==> src/rtl/ram64_arbiter.sv <==
// rtl/ram64_arbiter.sv - two-port round-robin arbiter and sequencer for a 64x16 RAM
// Serialises A/B requests into one-cycle RAM accesses with a one-cycle ack and registered read data.
module ram64_arbiter #(
  parameter int ADDR_W = 6,
  parameter int DATA_W = 16
) (
  input  logic              clk,
  input  logic              reset,
  input  logic              a_req,
  input  logic              a_we,
  input  logic [ADDR_W-1:0] a_addr,
  input  logic [DATA_W-1:0] a_wdata,
  output logic              a_ack,
  output logic [DATA_W-1:0] a_rdata,
  input  logic              b_req,
  input  logic              b_we,
  input  logic [ADDR_W-1:0] b_addr,
  input  logic [DATA_W-1:0] b_wdata,
  output logic              b_ack,
  output logic [DATA_W-1:0] b_rdata,
  output logic [ADDR_W-1:0] mem_address,
  output logic [DATA_W-1:0] mem_in,
  output logic              mem_load,
  input  logic [DATA_W-1:0] mem_out,
  output logic              busy
);

  typedef enum logic {IDLE, ACCESS} state_t;

  state_t            state_q, state_d;
  logic              last_q, last_d;     // 0 = A, 1 = B
  logic              id_q, id_d;
  logic              we_q, we_d;
  logic [ADDR_W-1:0] addr_q, addr_d;
  logic [DATA_W-1:0] wdata_q, wdata_d;
  logic              a_ack_q, a_ack_d;
  logic              b_ack_q, b_ack_d;
  logic [DATA_W-1:0] a_rdata_q, a_rdata_d;
  logic [DATA_W-1:0] b_rdata_q, b_rdata_d;

  logic a_elig, b_elig, grant_valid, grant_id;

  // A port in its ack cycle is masked so a still-high req is not served twice.
  assign a_elig      = a_req & ~a_ack_q;
  assign b_elig      = b_req & ~b_ack_q;
  assign grant_valid = a_elig | b_elig;
  assign grant_id    = (a_elig & b_elig) ? ~last_q : b_elig;

  always_ff @(posedge clk or posedge reset) begin
    if (reset) state_q <= IDLE;
    else       state_q <= state_d;
  end

  always_comb begin
    state_d = state_q;
    case (state_q)
      IDLE:    if (grant_valid) state_d = ACCESS;
      ACCESS:  state_d = IDLE;
      default: state_d = IDLE;
    endcase
  end

  always_comb begin
    last_d    = last_q;
    id_d      = id_q;
    we_d      = we_q;
    addr_d    = addr_q;
    wdata_d   = wdata_q;
    a_ack_d   = 1'b0;
    b_ack_d   = 1'b0;
    a_rdata_d = a_rdata_q;
    b_rdata_d = b_rdata_q;
    if (state_q == IDLE) begin
      if (grant_valid) begin
        id_d    = grant_id;
        we_d    = grant_id ? b_we    : a_we;
        addr_d  = grant_id ? b_addr  : a_addr;
        wdata_d = grant_id ? b_wdata : a_wdata;
      end
    end else begin
      last_d = id_q;
      if (id_q) begin
        b_ack_d = 1'b1;
        if (!we_q) b_rdata_d = mem_out;
      end else begin
        a_ack_d = 1'b1;
        if (!we_q) a_rdata_d = mem_out;
      end
    end
  end

  always_ff @(posedge clk or posedge reset) begin
    if (reset) begin
      last_q    <= 1'b1;
      id_q      <= 1'b0;
      we_q      <= 1'b0;
      addr_q    <= '0;
      wdata_q   <= '0;
      a_ack_q   <= 1'b0;
      b_ack_q   <= 1'b0;
      a_rdata_q <= '0;
      b_rdata_q <= '0;
    end else begin
      last_q    <= last_d;
      id_q      <= id_d;
      we_q      <= we_d;
      addr_q    <= addr_d;
      wdata_q   <= wdata_d;
      a_ack_q   <= a_ack_d;
      b_ack_q   <= b_ack_d;
      a_rdata_q <= a_rdata_d;
      b_rdata_q <= b_rdata_d;
    end
  end

  assign busy        = (state_q == ACCESS);
  assign mem_load    = busy & we_q;
  assign mem_address = addr_q;
  assign mem_in      = wdata_q;
  assign a_ack       = a_ack_q;
  assign b_ack       = b_ack_q;
  assign a_rdata     = a_rdata_q;
  assign b_rdata     = b_rdata_q;

endmodule

==> config.mk <==
export PLATFORM = sky130hd
export DESIGN_NAME = ram64_arbiter
export DESIGN_NICKNAME = d
export VERILOG_FILES = /design/src/rtl/ram64_arbiter.sv
export SDC_FILE = /design/constraint.sdc
export NUM_CORES = 1
export LEC_CHECK = 0
export CAP_MARGIN = 15
export CORE_MARGIN = 3
export CORE_UTILIZATION = 40
export CTS_BUF_LIST = sky130_fd_sc_hd__clkbuf_4 sky130_fd_sc_hd__clkbuf_8
export DETAILED_ROUTE_END_ITERATION = 7
export PLACE_DENSITY_LB_ADDON = 0.05
export SLEW_MARGIN = 20
export SYNTH_ARGS = -nofsm -noshare
export SYNTH_HDL_FRONTEND = slang
export SYNTH_SLANG_ARGS = --single-unit
==> constraint.sdc <==
create_clock -name clk -period 3.2 [get_ports clk]
set_clock_uncertainty 0.15 [all_clocks]
set_input_delay 0.64 -clock clk [delete_from_list [all_inputs] [get_ports clk]]
set_output_delay 0.64 -clock clk [all_outputs]
set_load 0.02 [all_outputs]
==> impl_metrics.csv <==
group,metric,value,unit
detailed_routing,post_drt_wl_per_cell,17.7,µm
power,switchingPower,1710,µW
worst_setup_path,cp-end-kind,"output port",
cells_and_area,fillCellCount,618,
power,leakage,0.00190,µW
detailed_routing,finalWirelength,7900,µm
clock_network,cts_made_buffers,9,
clock_network,path_clk_slew,0.07,ns
clock_network,ctsHtreeMaxLevel,3,
placement,gp_congestion,0.784,
grt,use_met1,26.0,%
detailed_routing,vias_per_cell,5.37,
placement,place_ws,0.702,ns
sta,period_needed,2.64,ns
power,power.share.switching,35.9,%
clock_network,clkSinkCount,60,
sta,hold_violations,0,
sta,post-route-period-util,82.5,%
grt,grt_use_met2,28.6,%
clock_network,clock-root-buffer,"clkbuf_8",
worst_setup_path,crit_buf_inv,2,
grt,grt_max_degree,28,
floorplanning,fp.dieH,92.8,µm
clock_network,cts.path.max_buffers,2,
placement,port_buffers,123,
cells_and_area,fin_cells,446,
cells_and_area,seq_area,0.00150,mm²
run_status,status,"completed",
power,pwr-share-seq,30.3,%
grt,grt_pass1_vias,2461,
flow_run,drv_cap,0,
clock_network,cts_setup_buffers,0,
worst_setup_path,cp-start-kind,"flop",
clock_network,cts-resized-gates,0,
synth,synth_seq_cells,60,
floorplanning,io_pins,124,
detailed_routing,drc,0,
worst_setup_path,path_cells,"buf_4, clkdlybuf4s50_1",
clock_network,cts_hold_buf,0,
detailed_routing,ant_nets,0,
worst_setup_path,max_stage_delay,0.63,ns
placement,place_inst,431,
worst_setup_path,cp_top_family,"buffers and inverters",
worst_setup_path,required,2.41,ns
worst_setup_path,critical_path_arrival,1.85,ns
synth,synth_area,0.00301,mm²
cells_and_area,area_growth,49.6,%
grt,grt.busiest_layer,"met2",
sta,fin_setup_tns,0,ns
detailed_routing,drtIter0Drc,73,
floorplanning,core_area,0.00729,mm²
detailed_routing,dr.pass1.iters,4,
grt,antenna_found_initial,0,
synth,syn_nets,289,
sta,tightest_slew,0.644,ns
cells_and_area,layout-drive-gt1-share,21.9,%
worst_setup_path,slowest_stage,"dfrtp_1",
hold_path,min_from,"b_rdata[14]$_DFFE_PP0P_",
hold_path,hold_class,"flop to flop",
worst_setup_path,crit_fanout,12,
sta,fin_ws,0.560,ns
floorplanning,fp.dieW,92.8,µm
cells_and_area,post-route-cell-area,0.00451,mm²
floorplanning,initial_core_util,41.3,%
sta,relSlewSlack,57.1,%
worst_setup_path,timing.critical_path.from,"busy$_DFF_PP0_",
power,p_clk_share,16.0,%
synth,syn-instance-count,223,
clock_network,cts_tree,"done",
power,peakVddDrop,506,µV
placement,place.detailed.hpwl,5460,µm
cells_and_area,layout_common_cells,"clkdlybuf4s50_1 (123), dfrtp_1 (59), and3b_1 (24), a221oi_1 (23)",
sta,maxSlewViolCount,0,
sta,fmax,0.379,GHz
power,p_int,3060,µW
cells_and_area,multi_input_area,0.00134,mm²
synth,yosysSeqAreaShare,49.9,%
synth,synth_cell_types,23,
worst_setup_path,crit-reg2reg-launch,"b_ack$_DFF_PP0_",
synth,avgSynthCellArea,13.5,µm²
grt,grtUsageTotal,18.8,%
power,p_per_area,1060,mW/mm²
grt,overflow,0,
sta,whs,0.357,ns
power,p_comb_share,53.7,%
sta,setup_violations,0,
clock_network,clkLatencyLatePin,0.33,ns
grt,grt_pass1_wl,12700,µm
placement,place_area,0.00428,mm²
floorplanning,rows,31,
sta,rsz0062_at_grt,"false",
detailed_routing,vias,2397,
cells_and_area,diodes,0,
worst_setup_path,crit_type,"flop to output port",
synth,synth_warnings,0,
floorplanning,dieArea,0.00861,mm²
cells_and_area,layout_commonest_cell,"clkdlybuf4s50_1",
grt,met3_usage,5.61,%
cells_and_area,final_nets,409,
-- flip-flops by register name (all words and copies together) (netlist names) --
register     cells
a_rdata         16
b_rdata         16
mem_in          16
mem_address      6
a_ack            1
b_ack            1
busy             1
id_q             1
last_q           1
we_q             1
-- worst reg2reg max path, delay by kind of cell, from the launching register on --
family / cells / cell delay (ns)
flip-flops: 1 / 0.62
AND/OR/NAND/NOR: 1 / 0.40
AO/OA/AOI/OAI: 2 / 0.55
buffers and inverters: 1 / 0.34
-- through the flow --
| stage | total power, µW | utilization (%) |
|---|---|---|
| after detailed placement | 4030 | 58.7 |
| after CTS | 4810 | 61.8 |
| final | 4770 | 61.8 |
| after global placement | 4000 | 58.7 |
| after floorplan | 3020 | - |
| after global routing | 5030 | 61.8 |
-- kinds of logic after synthesis --
| kind of cell | synth area share (%) |
|---|---|
| AND/OR/NAND/NOR | 9.64 |
| flip-flops | 49.9 |
| multiplexers | 15.2 |
| buffers and inverters | 5.65 |
| AO/OA/AOI/OAI | 19.6 |
-- worst paths after layout --
path | to | slack (ns) | cells after the start
hold reg to reg | b_rdata[14]$_DFFE_PP0P_ | 0.36 | 1
hold / removal | b_rdata[14]$_DFFE_PP0P_ | 0.36 | 1
setup reg to reg | mem_in[11]$_DFFE_PP0P_ | 1.07 | 4
setup / recovery | busy | 0.56 | 2
max in group asynchronous | a_rdata[7]$_DFFE_PP0P_ | 1.64 | 3
min in group asynchronous | mem_in[2]$_DFFE_PP0P_ | 0.53 | 2
-- power by group through the flow --
stage	clock network, µW	logic (µW)	registers (µW)
floorplan	0	1190	1830
global placement	0	2550	1450
global route	818	2710	1500
finish	765	2560	1440
CTS	779	2580	1450
detailed placement	0	2580	1450
-- metal layers --
metal,vias up,share of wire (%),wire [µm]
li1,1094,-,-
met1,1192,46,3620
met2,103,45,3550
met3,8,8.2,651
met4,0,0.99,78
met5,-,0,0
-- final cells by class --
type                            count  share of cell area, %
Clock inverter                      4                   1.61
Multi-Input combinational cell    137                   29.7
Tap cell                           99                   2.75
Inverter                            1                 0.0833
Sequential cell                    60                   33.3
Timing Repair Buffer              134                   29.2
Clock buffer                       11                   3.36
-- synthesized netlist by cell type --
library cell / count / area share [%]
dfrtp_1: 59 / 49
and3b_1: 24 / 7.0
a221oi_1: 23 / 6.7
mux2_4: 20 / 10
o21ai_0: 20 / 3.3
a2bb2oi_1: 14 / 4.1
clkbuf_1: 14 / 1.7
mux2_2: 14 / 5.2
a2bb2oi_2: 9 / 4.5
buf_6: 7 / 2.6
buf_2: 3 / 0.50
o21ai_1: 3 / 0.50
nand2b_1: 2 / 0.42
nor2b_4: 2 / 0.91
a21oi_4: 1 / 0.54
and2_1: 1 / 0.21
and2_4: 1 / 0.29
buf_12: 1 / 0.66
dfstp_2: 1 / 0.87
inv_1: 1 / 0.12
nand2b_4: 1 / 0.46
nand3b_1: 1 / 0.25
nor2_1: 1 / 0.12
Power figures use the tool's default switching activity.
